$ cat src/rtl/multi_channel_memory_monitor_pkg.sv
// ---------------------------------------------------------------------------
// memmon_pkg
// Shared types and defaults for the multi-channel memory monitor.
//   occ_class_t  : occupancy classification of one circular buffer
//   DEF_*        : default widths / channel count
//   clog2_min1() : channel-index width, never less than one bit
// ---------------------------------------------------------------------------
package memmon_pkg;

    localparam int DEF_ADDR_W  = 15;
    localparam int DEF_ROUND_W = 10;
    localparam int DEF_NCH     = 4;

    typedef enum logic [2:0] {
        OCC_NORMAL,
        OCC_WRAPPED,
        OCC_FULL,
        OCC_OVERFLOW,
        OCC_UNDERFLOW,
        OCC_RANGE
    } occ_class_t;

    // A single channel still needs a one-bit index so port widths stay legal.
    function automatic int clog2_min1(input int n);
        return (n <= 2) ? 1 : $clog2(n);
    endfunction

endpackage

$ cat src/rtl/occupancy_classifier.sv
// ---------------------------------------------------------------------------
// occupancy_classifier
// Combinational classifier for one circular buffer.
//   wr, rd      in  write / read address
//   n_wr, n_rd  in  write / read wrap counters
//   limit       in  buffer depth in words
//   occ_class   out classification (RANGE > UNDERFLOW > OVERFLOW > legal)
//   usage       out fill level; don't-care for OCC_RANGE (caller holds it)
// ---------------------------------------------------------------------------
module occupancy_classifier
    import memmon_pkg::*;
#(
    parameter int ADDR_W  = DEF_ADDR_W,
    parameter int ROUND_W = DEF_ROUND_W
) (
    input  logic [ADDR_W-1:0]  wr,
    input  logic [ADDR_W-1:0]  rd,
    input  logic [ROUND_W-1:0] n_wr,
    input  logic [ROUND_W-1:0] n_rd,
    input  logic [ADDR_W-1:0]  limit,
    output occ_class_t         occ_class,
    output logic [ADDR_W-1:0]  usage
);

    // Round difference read as two's complement, decoded into the few
    // cases the classification cares about.
    logic [ROUND_W-1:0] d;
    logic               d_neg, d_zero, d_one, d_ge2;

    assign d      = n_wr - n_rd;
    assign d_neg  = d[ROUND_W-1];
    assign d_zero = (d == '0);
    assign d_one  = (d == ROUND_W'(1));
    assign d_ge2  = !d_neg && !d_zero && !d_one;

    always_comb begin
        // NOTE: every output gets a default first so no path leaves it
        // unassigned, which would infer a latch.
        occ_class = OCC_NORMAL;
        usage     = wr - rd;
        if (wr >= limit || rd >= limit) begin
            occ_class = OCC_RANGE;
            usage     = '0;
        end else if (d_neg || (d_zero && wr < rd)) begin
            occ_class = OCC_UNDERFLOW;
            usage     = '0;
        end else if (d_ge2 || (d_one && wr > rd)) begin
            occ_class = OCC_OVERFLOW;
            usage     = limit;
        end else if (d_one && wr == rd) begin
            occ_class = OCC_FULL;
            usage     = limit;
        end else if (d_one) begin
            // rd > wr here, so the result never exceeds limit.
            occ_class = OCC_WRAPPED;
            usage     = limit - rd + wr;
        end
    end

endmodule

$ cat src/rtl/multi_channel_memory_monitor.sv
// ---------------------------------------------------------------------------
// multi_channel_memory_monitor
// Round-robin occupancy monitor for NCH circular buffers. One channel is
// sampled per cycle (stage 1) and classified/written back the next (stage 2).
//   clk, reset          system clock, synchronous active-high reset
//   wr_addr, rd_addr    per-channel addresses, channel c at [c*ADDR_W +: ADDR_W]
//   n_wr, n_rd          per-channel wrap counters, [c*ROUND_W +: ROUND_W]
//   limit, afull_thresh shared buffer depth and almost-full threshold
//   clear               pulse: zero sticky flags and watermarks
//   usage, watermark    per-channel fill level and its maximum
//   almost_full         per-channel usage >= afull_thresh
//   overflow, underflow, range_err  sticky per-channel error flags
//   error               registered OR of all sticky flags
//   upd_valid, upd_ch   a channel's outputs changed this cycle, and which
// ---------------------------------------------------------------------------
module multi_channel_memory_monitor
    import memmon_pkg::*;
#(
    parameter int  ADDR_W  = DEF_ADDR_W,
    parameter int  ROUND_W = DEF_ROUND_W,
    parameter int  NCH     = DEF_NCH,
    localparam int CH_W    = clog2_min1(NCH)
) (
    input  logic                    clk,
    input  logic                    reset,
    input  logic [NCH*ADDR_W-1:0]   wr_addr,
    input  logic [NCH*ADDR_W-1:0]   rd_addr,
    input  logic [NCH*ROUND_W-1:0]  n_wr,
    input  logic [NCH*ROUND_W-1:0]  n_rd,
    input  logic [ADDR_W-1:0]       limit,
    input  logic [ADDR_W-1:0]       afull_thresh,
    input  logic                    clear,
    output logic [NCH*ADDR_W-1:0]   usage,
    output logic [NCH*ADDR_W-1:0]   watermark,
    output logic [NCH-1:0]          almost_full,
    output logic [NCH-1:0]          overflow,
    output logic [NCH-1:0]          underflow,
    output logic [NCH-1:0]          range_err,
    output logic                    error,
    output logic                    upd_valid,
    output logic [CH_W-1:0]         upd_ch
);

    logic [ADDR_W-1:0]  wr_arr [NCH];
    logic [ADDR_W-1:0]  rd_arr [NCH];
    logic [ROUND_W-1:0] nwr_arr [NCH];
    logic [ROUND_W-1:0] nrd_arr [NCH];
    logic [ADDR_W-1:0]  usage_q [NCH];
    logic [ADDR_W-1:0]  wm_q [NCH];

    for (genvar c = 0; c < NCH; c++) begin : g_chan
        assign wr_arr[c]  = wr_addr[c*ADDR_W +: ADDR_W];
        assign rd_arr[c]  = rd_addr[c*ADDR_W +: ADDR_W];
        assign nwr_arr[c] = n_wr[c*ROUND_W +: ROUND_W];
        assign nrd_arr[c] = n_rd[c*ROUND_W +: ROUND_W];
        assign usage[c*ADDR_W +: ADDR_W]     = usage_q[c];
        assign watermark[c*ADDR_W +: ADDR_W] = wm_q[c];
    end

    // Scan counter and stage-1 sample registers.
    logic [CH_W-1:0]    ch_idx;
    logic               s1_valid;
    logic [CH_W-1:0]    s1_ch;
    logic [ADDR_W-1:0]  s1_wr, s1_rd;
    logic [ROUND_W-1:0] s1_nwr, s1_nrd;

    // NOTE: sequential state is written with non-blocking assignments so
    // every register samples pre-edge values regardless of statement order.
    always_ff @(posedge clk) begin
        if (reset) begin
            ch_idx   <= '0;
            s1_valid <= 1'b0;
            s1_ch    <= '0;
            s1_wr    <= '0;
            s1_rd    <= '0;
            s1_nwr   <= '0;
            s1_nrd   <= '0;
        end else begin
            ch_idx   <= (ch_idx == CH_W'(NCH-1)) ? '0 : ch_idx + 1'b1;
            s1_valid <= 1'b1;
            s1_ch    <= ch_idx;
            s1_wr    <= wr_arr[ch_idx];
            s1_rd    <= rd_arr[ch_idx];
            s1_nwr   <= nwr_arr[ch_idx];
            s1_nrd   <= nrd_arr[ch_idx];
        end
    end

    // Stage 2: classify the sampled channel.
    occ_class_t        cls;
    logic [ADDR_W-1:0] cls_usage;
    logic [ADDR_W-1:0] new_usage;

    occupancy_classifier #(
        .ADDR_W  (ADDR_W),
        .ROUND_W (ROUND_W)
    ) u_classifier (
        .wr        (s1_wr),
        .rd        (s1_rd),
        .n_wr      (s1_nwr),
        .n_rd      (s1_nrd),
        .limit     (limit),
        .occ_class (cls),
        .usage     (cls_usage)
    );

    // An out-of-range sample carries no usable fill level: keep the old one.
    assign new_usage = (cls == OCC_RANGE) ? usage_q[s1_ch] : cls_usage;

    always_ff @(posedge clk) begin
        if (reset) begin
            // NOTE: the per-channel arrays are architectural outputs with a
            // defined reset value, so they are reset like any other register.
            for (int c = 0; c < NCH; c++) begin
                usage_q[c] <= '0;
                wm_q[c]    <= '0;
            end
            almost_full <= '0;
            overflow    <= '0;
            underflow   <= '0;
            range_err   <= '0;
            error       <= 1'b0;
            upd_valid   <= 1'b0;
            upd_ch      <= '0;
        end else begin
            error     <= |{overflow, underflow, range_err};
            upd_valid <= s1_valid;

            if (clear) begin
                overflow  <= '0;
                underflow <= '0;
                range_err <= '0;
                for (int c = 0; c < NCH; c++) begin
                    wm_q[c] <= '0;
                end
            end

            // The channel update comes after the bulk clear so that, for the
            // updated channel, these later assignments take precedence.
            if (s1_valid) begin
                upd_ch                <= s1_ch;
                usage_q[s1_ch]        <= new_usage;
                almost_full[s1_ch]    <= (new_usage >= afull_thresh);
                overflow[s1_ch]       <= (overflow[s1_ch]  & ~clear) | (cls == OCC_OVERFLOW);
                underflow[s1_ch]      <= (underflow[s1_ch] & ~clear) | (cls == OCC_UNDERFLOW);
                range_err[s1_ch]      <= (range_err[s1_ch] & ~clear) | (cls == OCC_RANGE);
                if (clear || new_usage > wm_q[s1_ch]) begin
                    wm_q[s1_ch] <= new_usage;
                end
            end
        end
    end

endmodule

$ cat config.mk
export PLATFORM = sky130hd
export DESIGN_NAME = multi_channel_memory_monitor
export DESIGN_NICKNAME = d
export VERILOG_FILES = /design/src/rtl/multi_channel_memory_monitor_pkg.sv /design/src/rtl/occupancy_classifier.sv /design/src/rtl/multi_channel_memory_monitor.sv
export SDC_FILE = /design/constraint.sdc
export NUM_CORES = 1
export LEC_CHECK = 0
export ABC_AREA = 1
export CAP_MARGIN = 20
export CORE_UTILIZATION = 45
export CTS_CLUSTER_DIAMETER = 40
export DETAILED_ROUTE_END_ITERATION = 8
export GPL_ROUTABILITY_DRIVEN = 0
export MAX_ROUTING_LAYER = met4
export PLACE_DENSITY = 0.76
export SYNTH_ARGS = -nofsm -noshare
export SYNTH_HDL_FRONTEND = slang
export SYNTH_SLANG_ARGS = --single-unit
$ cat constraint.sdc
create_clock -name clk -period 6.3 [get_ports clk]
set_clock_uncertainty 0.2 [all_clocks]
set_input_delay 0.945 -clock clk [delete_from_list [all_inputs] [get_ports clk]]
set_output_delay 0.945 -clock clk [all_outputs]
set_load 0.01 [all_outputs]
Word-level counts from Yosys, hierarchy flattened
Memory sizes are Yosys's and may differ from the RTL's. A register that Yosys moved wholly into a read port is not among the register bits.
Cells that the tools add are included.
{ "totals": {"ff_bits": 75, "ram_bits": 120, "wordCells": 131, "n_memories": 2} }
{ "memory_table": {"columns": ["memory", "words", "width", "rd", "rd_clocked_by_memory_dff", "wr", "line_no", "text"], "rows": [
  ["usage_q", 4, 15, 5, 1, 4, "multi_channel_memory_monitor.sv:48", "logic [ADDR_W-1:0] usage_q [NCH];"],
  ["wm_q", 4, 15, 5, 1, 5, "multi_channel_memory_monitor.sv:49", "logic [ADDR_W-1:0] wm_q [NCH];"]
]} }
{ "op_classes": {"n_addsub": 5, "n_lt_le_gt_ge": 9, "eq_ne": 6, "muxes": 66, "bitwise": 12, "reduce_logical": 17} }
{ "op_table": {"columns": ["cell", "count"], "rows": [
  ["2-to-1 mux 15 bit", 15],
  ["binary-select mux 15 bit (select 2 bit)", 2],
  ["greater-or-equal comparator 15 bit", 3],
  ["binary-select mux 10 bit (select 2 bit)", 2],
  ["2-to-1 mux 10 bit", 4],
  ["2-to-1 mux 4 bit", 9],
  ["greater-than comparator 15 bit", 2],
  ["subtractor 15 bit", 2],
  ["2-to-1 mux 1 bit", 19],
  ["bitwise mux 4 bit", 4],
  ["adder 15 bit", 1],
  ["equality test 15 bit", 1],
  ["less-than comparator 15 bit", 1],
  ["OR reduction 15 bit", 1],
  ["2-to-1 mux 3 bit", 4],
  ["OR reduction 12 bit", 1],
  ["equality test 10 x 1 -> 1 bit (second input constant)", 1],
  ["logical NOT 10 bit", 1],
  ["subtractor 10 bit", 1],
  ["OR 1 bit", 7],
  ["binary-select mux 1 bit (select 2 bit)", 3],
  ["equality test 3 bit (second input constant)", 2],
  ["logical AND 1 bit", 6],
  ["2-to-1 mux 2 bit", 3],
  ["13 further kinds", 20]
]} }

Depth between registers and ports, before layout
{ "depth": {"depth_word": 17, "ltp_mapped": 34, "mapped_depth_nobuf": 33} }

Modules after synthesis
From an unflattened synthesis, not the netlist that was laid out.
{ "hier_totals": {"cells_unflattened": 1710, "area_unflattened_um2": 13223.9} }
{ "by_module_without_submodules": {"columns": ["module", "instances", "cells_each", "area_each_um2"], "rows": [
  ["multi_channel_memory_monitor", 1, 1092, 9559.2],
  ["occupancy_classifier", 1, 618, 3664.8]
]} }

Worst setup path before layout
No wires, ideal clock.
{ "synth_path": {"path_kind": "input to register", "from": "input port limit[2]", "to": "memory wm_q[0][0] (netlist name), enable pin", "arrival_ps": 5057, "required_ps": 5738, "path_slack_ps": 681, "path_stages": 27, "path_cell_list": "inv_1 > fa_1 > inv_1 > ha_1 > nand2_1 > o21ai_0 > inv_1 > o21ai_0 > nand2_1 > a21oi_1 > o21ai_0 > a21oi_1 > o22ai_2 > nand2_2 > nand2_4 > ha_1 > nand2_1 > nor2_1 > a211oi_1 > o31ai_1 > a21oi_1 > o211ai_1 > o41ai_1 > nand2_1 > nand2_1 > clkbuf_1 > nand2_1"} }
{ "synth_lines": {"columns": ["element", "line_no", "text"], "rows": [
  ["start, declared", "multi_channel_memory_monitor.sv:30", "input logic [ADDR_W-1:0] limit,"],
  ["end, declared", "multi_channel_memory_monitor.sv:49", null]
]} }

==> results.toml <==
[grt]
grt_antenna_before_repair = 0
grt-ovfl-total = 0
grt_max_degree = 104
grt.total_usage_pct = 32.4
grt_pass1_vias = 13500
grt_first_pass_wirelength_mm = 73.6

[logic_synthesis]
yosysTopAreaCell = "edfxtp_1"
ys_types = 56
yosysMostFrequentCell = "nor2_1"
synth_ff_type = "edfxtp_1"
syn-num-nets = 2065
synthCells = 1717
syn_area_per_cell_um2 = 7.68
async_flop_share_pct = 0
synth_commonest_cells = "nor2_1, nand2_1, inv_1, o21ai_0, a21oi_1"
ys_top_cells_by_area = "edfxtp_1, dfxtp_1, nor2_1, ha_1, nand2_1"
ys_seq_area_share_pct = 38.7
syn_area_um2 = 13200
synth_edf_count = 120
synth_top_cell_area_share_pct = 27.3
synth_seq_cells = 195
yosys_warnings = 0

[timing]
finalCritPeriodShare_pct = 92.0
setup_viol = 0
slew_viol_final = 0
rsz0062_at_grt = "false"
relSlewSlack_pct = 23.9
layout_min_cycle_time_ps = 5790
worst_slew_pin_slew_ps = 1140
fmax_mhz = 173
hold_viol = 0
finalSetupTns_ps = 0

[flow_run]
drv_cap = 0

[drt]
viasPerCell = 5.60
dr.first_iter.drc_count = 1441
drt_first_pass_iters = 7
drc = 0
antenna_left = 0
wire_per_inst_um = 19.2
wl_mm = 47.4
vias = 13800

[run_status]
status = "complete, no violations"

[clocking]
cts-root-buf = "clkbuf_16"
cts_htree_levels = 4
post-cts-setup-buffers = 0
clock_path_buffers = 2
clk_latency_ps = 450
cts_resized = 0
clock-sinks = 195
cts_made_buffers = 17
cts_tree = "built"
hold_buffers = 0
clk_pin_slew_ps = 90

[min_path]
holdPathEnd = "upd_ch[0]"
hold_path_depth = 2
min_from = "upd_ch[0]"
hold_path.class = "reg2reg"

[placed_design]
dp_hpwl_mm = 36.5
port_buffers = 372
place_area_um2 = 17300

[setup_path]
worstReg2RegEnd = "wm_q[3][3]"
cp-end-kind = "register"
path_max_fanout = 15
timing.rr.start = "s1_nwr[0]"
reg2reg_depth = 31
cp.required_ps = 6240
r2r_slack_ps = 600
critPathLaunchType = "primary input"
arrival_ps = 5730
crit_type = "in2reg"

[floorplan]
die_height_um = 173
initial_core_util_pct = 45.8
ios = 373
coreArea_um2 = 28800
fp-row-count = 62
die_width_um = 173
die_area_um2 = 30000

[cells_and_area]
drive_gt1_share_pct = 7.36
antenna_cells = 0
fin_area_um2 = 17900
nets = 2413
syn_to_final_growth_pct = 35.7

[power_and_ir_drop]
p_leak_nw = 7.73
p_per_area_nw_per_um2 = 295
peakVddDrop_mv = 0.188
[worst max-delay path by stage]
stage                         from          end  slack (ps)  cells after the start
after global routing      limit[2]   wm_q[1][7]          80                     28
after floorplan           limit[2]   wm_q[0][0]         680                     27
after global placement    limit[4]  wm_q[0][11]         190                     28
after CTS                 limit[2]   wm_q[3][3]         560                     28
after detailed placement  limit[2]   wm_q[1][3]         130                     28
final                     limit[2]   wm_q[3][3]         510                     28
[final cells by class]
class	count	area, µm²
clock inverters	15	176
flip-flops and latches	195	5110
inverters	220	828
well taps	384	480
clock buffers	17	425
multi-input cells	1233	6970
fillers	2457	10900
repair buffers	398	3910
[power by group]
part	internal (W)	switching, W	leakage, nW
logic	0.000981	0.00155	5.52
registers	0.00149	0.000136	1.92
clock network	0.000541	0.000576	0.290
total	0.00302	0.00226	7.73
[cells by family after synthesis]
kind of cell    count (synthesis)  synth area share (%)
compound gates                369                  16.1
simple gates                  729                  23.5
fa+ha+maj                     115                  11.8
xor+xnor                       20                  1.33
buf+inv                       289                  8.50
flops                         195                  38.7
[worst max-delay path: stages]
cell and delay [ps]:
clkdlybuf4s50_1 490, inv_1 100, fa_1 540, inv_1 40, ha_1 320, a21oi_1 150
o21ai_0 120, inv_1 100, nor2_1 40, o21ai_0 140, nand2_1 110, xnor2_1 150
nor2_1 60, o311ai_1 370, nand2_1 130, ha_1 300, nand2_1 90, o21ai_0 170
a21oi_1 60, o31ai_1 220, a21oi_1 100, o211ai_1 160, o41ai_1 90, buf_4 150
nand2_1 130, nand2_1 110, nand2_1 90, buf_4 240
[placed cells by master, fill, tap and decap left out, drive strengths merged, types with 4 or more instances in the layout]
| cell | synthesis | final |
|---|---|---|
| clkdlybuf4s50 | 0 | 371 |
| nor2 | 362 | 362 |
| nand2 | 268 | 268 |
| inv | 218 | 226 |
| o21ai | 146 | 146 |
| a21oi | 136 | 136 |
| edfxtp | 120 | 120 |
| ha | 99 | 99 |
| dfxtp | 75 | 75 |
| nand3 | 59 | 59 |
| buf | 13 | 27 |
| a22oi | 20 | 20 |
| nand4 | 19 | 19 |
| clkbuf | 56 | 17 |
| o22ai | 17 | 17 |
| fa | 16 | 16 |
| xor2 | 12 | 12 |
| xnor2 | 8 | 8 |
| clkinv | 2 | 8 |
| nor4 | 7 | 7 |
| nor3 | 7 | 7 |
| a31oi | 7 | 7 |
| o211ai | 7 | 7 |
| a22o | 6 | 6 |
| a221oi | 6 | 6 |
| o21a | 4 | 4 |
| o221ai | 4 | 4 |
[flip-flops by register name, indices dropped and copies added (netlist names)]
| register | cells |
|---|---|
| almost_full | 4 |
| ch_idx | 2 |
| error | 1 |
| overflow | 4 |
| range_err | 4 |
| s1_ch | 2 |
| s1_nrd | 10 |
| s1_nwr | 10 |
| s1_rd | 15 |
| s1_valid | 1 |
| s1_wr | 15 |
| underflow | 4 |
| upd_ch | 2 |
| upd_valid | 1 |
| usage_q | 60 |
| wm_q | 60 |
[per-stage QoR]
stage / instances / hold slack (ps) / util [%] / power, W / setup slack, ps
after global placement: 2430 / 255 / 60.1 / 0.00406 / 190
after CTS: 2462 / 281 / 62.2 / 0.00523 / 562
after floorplan: 1717 / 272 / - / 0.00322 / 681
after detailed placement: 2430 / 264 / 60.1 / 0.00412 / 125
final: 2462 / 281 / 62.2 / 0.00528 / 506
after global routing: 2462 / 301 / 62.2 / 0.00560 / 82.4
[layer usage]
metal / part of all wire (%) / vias up / global-route usage [%]
met3: 9.3 / 131 / 5.68
li1: - / 6415 / -
met1: 40 / 6376 / 41.0
met2: 47 / 861 / 52.1
met4: 3.6 / 0 / 11.9
met5: 0 / - / -
Note: power is estimated with default switching activity, not from simulation.
==> RTL edit 1, RTL diff (config.mk and constraints unchanged) <==
The output `error` loses its register stage (`error` becomes a continuous assignment). Comments in the files are not updated.
--- a/src/rtl/multi_channel_memory_monitor.sv
+++ b/src/rtl/multi_channel_memory_monitor.sv
@@ -119,11 +119,9 @@
             overflow    <= '0;
             underflow   <= '0;
             range_err   <= '0;
-            error       <= 1'b0;
             upd_valid   <= 1'b0;
             upd_ch      <= '0;
         end else begin
-            error     <= |{overflow, underflow, range_err};
             upd_valid <= s1_valid;
 
             if (clear) begin
@@ -151,5 +149,7 @@
         end
     end
 
+    assign error = |{overflow, underflow, range_err};
+
 endmodule
 
Check against the original RTL: not equivalent (Yosys sat finds a counterexample within 4 cycles, from zero or initial values and one cycle with reset high).
==> RTL edit 1 against the unedited design <==
Area after synthesis decreased by 0.97%. Design area fell by 0.15%. Sequential share of layout area is 0.068 points lower. Worst setup slack worse by 0.029 ns. Wire length is 0.78% higher. Power up 0.45%. Hold slack lost 0.010 ns. Sequential cell count shrank 1. Largest cell class unchanged.
==> RTL edit 1: results (changes against the unedited design) <==
status: "completed"
numCtsBuffers: 17  # unchanged
netlist_instances: 1708  # -0.52%
clk_pin_slew_ns: 0.08
ys.flop_type: "edfxtp_1"
relSlewSlack: 0.284  # +0.0453
port_buffers: 372  # unchanged
antenna_found_initial: 0  # unchanged
first_global_vias: 13261  # -1.5%
ctsHtreeMaxLevel: 4  # unchanged
cp_max_fo: 15  # unchanged
cts.repair.resized: 0  # unchanged
yosysSeqAreaShare: 0.389  # +0.00225
ys_warn_count: 0  # unchanged
post-cts-setup-buffers: 0  # unchanged
synth_cell_types: 54  # -3.6%
grt_max_degree: 104  # unchanged
synth_common_cells: "nor2_1, nand2_1, inv_1"
maxCapViolCount: 0  # unchanged
drive_above_1_share: 0.0583  # -0.0153
clockBufferDepth: 2  # unchanged
arrival_ns: 5.82  # +0.09 ns
synthTopCellsByArea: "edfxtp_1, dfxtp_1, nor2_1, ha_1, nand2_1"
clock-root-buffer: "clkbuf_16"
num_antenna_cells: 0  # unchanged
dr.pass1.iters: 5  # -2
reg_top3: "usage_q (60), wm_q (60)"
clkLatencyLatePin_ns: 0.45  # about the same
drt-initial-drc-count: 1448  # +0.49%
num-nets-final: 2411  # -0.083%
postSynth.asyncResetShare: 0  # unchanged
avgViaCountPerCell: 5.59  # -0.15%
vias: 13751  # -0.23%
synth_edf_count: 120  # unchanged
grt_pass1_wl_um: 72100  # -2.0%
vdd_drop_max_v: 0.000208  # +10%
p_leak_nw: 7.70  # -0.36%
syn-num-nets: 2056  # -0.44%
hp-class: "flop to flop"
grt_usage: 0.333  # +0.00868
hpwl_um: 37100  # +1.5%
wl_per_cell_um: 19.4  # +0.86%
==> RTL edit 1: kinds of logic (layout without fill, tap and decap cells) <==
| kind of cell | Yosys count | in the layout | share of synthesized area |
|---|---|---|---|
| AND/OR/NAND/NOR | 729 | 729 | 0.230 |
| AO/OA/AOI/OAI | 364 | 364 | 0.163 |
| buffers and inverters | 284 | 652 | 0.0841 |
| flip-flops | 194 | 194 | 0.389 |
| adder cells (fa/ha/maj) | 115 | 115 | 0.119 |
| XOR/XNOR | 22 | 22 | 0.0147 |
==> RTL edit 1: power breakdown <==
part	total (mW)	internal [mW]	switching, mW
sequential	1.61	1.49	0.120
combinational	2.55	0.970	1.58
clock	1.14	0.565	0.577
total	5.30	3.02	2.28
==> RTL edit 1: per-layer routing <==
metal	track usage	share of wire	vias to the layer above
met4	0.135	0.039	0
met3	0.0700	0.10	145
li1	-	-	6406
met2	0.516	0.46	790
met1	0.423	0.40	6410
met5	-	0	-
==> RTL edit 1: cell type report <==
class / count / area [µm²]
clock buffers: 18 / 450
clock inverters: 14 / 173
fillers: 2417 / 10700
inverters: 220 / 831
multi-input cells: 1230 / 6880
flip-flops and latches: 194 / 5090
well taps: 384 / 480
repair buffers: 400 / 3970
==> RTL edit 1: stage by stage <==
stage                     total power, mW  setup slack [ns]  hold slack, ns  cell area, µm²   util
final                                5.30             0.477           0.271           17900  0.625
after global routing                 5.61            0.0220           0.296           17900  0.625
after CTS                            5.23             0.579           0.268           17900  0.624
after detailed placement             4.09             0.119           0.254           17200  0.602
after global placement               4.04             0.269           0.252           17200  0.602
after floorplan                      3.17             0.626           0.272           13100      -
==> RTL edit 1: critical path, stage by stage <==
cell and delay [ns]:
clkdlybuf4s50_1 0.48, inv_1 0.09, fa_1 0.54, inv_1 0.04, ha_1 0.31, a21oi_1 0.22, o21ai_0 0.15, a21oi_1 0.29
nor2_1 0.07, nor2_1 0.12, xor2_1 0.16, nor2_1 0.06, o311ai_0 0.35, nand2_1 0.15, ha_1 0.36, a21oi_1 0.17
nor2_1 0.05, a211oi_1 0.16, o21ai_0 0.14, a21oi_1 0.15, o311ai_0 0.13, a21oi_1 0.16, inv_1 0.12, nand2_1 0.10
buf_4 0.21, nor2_1 0.09
==> RTL edit 1: path summary, 6_finish.rpt <==
check,startpoint,end,slack (ns),cells past startpoint
worst max-delay path,limit[3],wm_q[1][13],0.48,26
worst min-delay path,upd_ch[1],upd_ch[1],0.27,2
worst max register to register,s1_nwr[0],wm_q[0][3],0.59,30
worst min register to register,upd_ch[1],upd_ch[1],0.27,2
==> RTL edit 2, RTL diff (config.mk and constraints unchanged) <==
Made on the original files. `DEF_ADDR_W`: 15 -> 13.
--- a/src/rtl/multi_channel_memory_monitor_pkg.sv
+++ b/src/rtl/multi_channel_memory_monitor_pkg.sv
@@ -7,7 +7,7 @@
 // ---------------------------------------------------------------------------
 package memmon_pkg;
 
-    localparam int DEF_ADDR_W  = 15;
+    localparam int DEF_ADDR_W  = 13;
     localparam int DEF_ROUND_W = 10;
     localparam int DEF_NCH     = 4;
 
Ports: changed (6 resized); port bits go from 373 to 337. The function was not compared with the original's and may differ.
==> RTL edit 2 against the unedited design <==
Count of clock-buffer cells in the layout unchanged. Wire length decreased by 15%. Critical path type unchanged. Sequential share of layout area is 0.14 points lower. Area after synthesis shrank 11%. Power shrank 11%. Worst setup slack improved by 0.19 ns. Synthesized cell count decreased by 10%. Design area down 11%. Sequential cell count shrank 20. Register-to-register slack improved by 0.45 ns. Combinational power down 15%. Critical path depth rose by 3.
==> RTL edit 2: results (changes against the unedited design) <==
fillCellCount: 2178  # -11%
cp_slowest_cell: "fa_1"
first_global_vias: 11657  # -13%
totalWireLength_um: 40500  # -15%
stdcell_count: 2196  # -11%
synth_common_cells: "nor2_1, inv_1, nand2_1"
synthTopCellsByArea: "edfxtp_1, dfxtp_1, nor2_1, ha_1, inv_1"
num_antenna_cells: 0  # unchanged
slowest_delay_ns: 0.54  # about the same
grt_usage: 0.316  # -0.00883
ctsHtreeMaxLevel: 4  # unchanged
clkLatencyLatePin_ns: 0.44
avgViaCountPerCell: 5.46  # -2.5%
clock-root-buffer: "clkbuf_16"
grt_max_degree: 95  # -8.7%
grt_pass1_wl_um: 61800  # -16%
postSynth.asyncResetShare: 0  # unchanged
placed_area_mm2: 0.0154  # -11%
ys.flop_type: "edfxtp_1"
cts-hold-fix-buffers: 0  # unchanged
post-cts-setup-buffers: 0  # unchanged
synth_cell_types: 56  # unchanged
clockBufferDepth: 2  # unchanged
port_buffers: 336  # -9.7%
relSlewSlack: 0.319  # +0.0806
cpLargestDelayFamily: "simple AND/OR/NAND/NOR gates"
clk_pin_slew_ns: 0.07  # -0.02 ns
cp_max_fo: 10  # -5
vdd_drop_max_v: 0.000163  # -14%
status: "completed"
drive_above_1_share: 0.0482  # -0.0254
reg_top3: "usage_q (52), wm_q (52)"
syn-num-nets: 1849  # -10%
drt-initial-drc-count: 1012  # -30%
hpwl_um: 31600  # -13%
hp-class: "flop to flop"
yosysSeqAreaShare: 0.389  # +0.00220
dr.pass1.iters: 6  # -1
arrival_ns: 5.56  # -0.17 ns
p_leak_nw: 6.93  # -10%
ys_warn_count: 0  # unchanged
synth_edf_count: 104  # -13%
netlist_instances: 1537  # -10%
antenna_found_initial: 1  # +1
## RTL edit 2: cell types whose count changed after synthesis, moves of 11 or more
cell | unedited run | this run
nand3_1 | 55 | 40
ha_1 | 99 | 85
nand2_1 | 246 | 205
inv_2 | 18 | 2
nand2_2 | 16 | 5
edfxtp_1 | 120 | 104
o21ai_0 | 139 | 122
a21oi_1 | 132 | 107
nor2_2 | 27 | 5
## RTL edit 2: per-stage QoR
stage                     total power [mW]  utilization  setup WS [ns]
after CTS                             4.67        0.632          0.755
after global placement                3.53        0.608          0.364
final                                 4.70        0.632          0.694
after floorplan                       2.78            -           1.00
after global routing                  4.99        0.632          0.158
after detailed placement              3.57        0.608          0.313
## RTL edit 2: kinds of logic after synthesis
logic type	after synthesis	share of synthesized area
compound gates	316	0.155
buf+inv	273	0.0909
flops	175	0.389
fa+ha+maj	99	0.115
xor+xnor	17	0.0127
simple gates	657	0.237
## RTL edit 2: cell type report
| type | instances | share of cell area |
|---|---|---|
| Clock buffer | 17 | 0.0266 |
| Sequential cell | 175 | 0.284 |
| Clock inverter | 15 | 0.0122 |
| Inverter | 212 | 0.0497 |
| Timing Repair Buffer | 358 | 0.222 |
| Tap cell | 330 | 0.0258 |
| Multi-Input combinational cell | 1089 | 0.379 |
## RTL edit 2: path summary, 6_finish.rpt
path                                start    endpoint  slack, ns  depth (start not counted)
worst min register to register  upd_ch[0]   upd_ch[0]       0.27                          2
worst max-delay path             limit[3]  wm_q[0][8]       0.69                         31
worst max register to register  s1_nwr[0]  wm_q[0][8]       1.05                         33
worst min-delay path            upd_ch[0]   upd_ch[0]       0.27                          2
## RTL edit 2: report_power, final
part	internal (mW)	switching, mW	leakage (nW)
Combinational	0.841	1.32	4.92
Clock	0.576	0.514	0.296
Sequential	1.34	0.110	1.71
Total	2.75	1.94	6.93
## RTL edit 2: worst register-to-register path, delay by kind of cell (launching register included)
family	cells	cell delay, ns
and+or+nand+nor	21	2.17
adders and majority gates	3	0.95
buffers and inverters	7	0.81
AOI/OAI and AO/OA	2	0.56
DFF	1	0.31
## RTL edit 2: metal layers
| metal | vias up | part of all wire | track usage |
|---|---|---|---|
| met4 | 0 | 0.044 | 0.142 |
| met3 | 101 | 0.086 | 0.0467 |
| met5 | - | 0 | - |
| li1 | 5732 | - | - |
| met1 | 5499 | 0.41 | 0.399 |
| met2 | 657 | 0.46 | 0.500 |
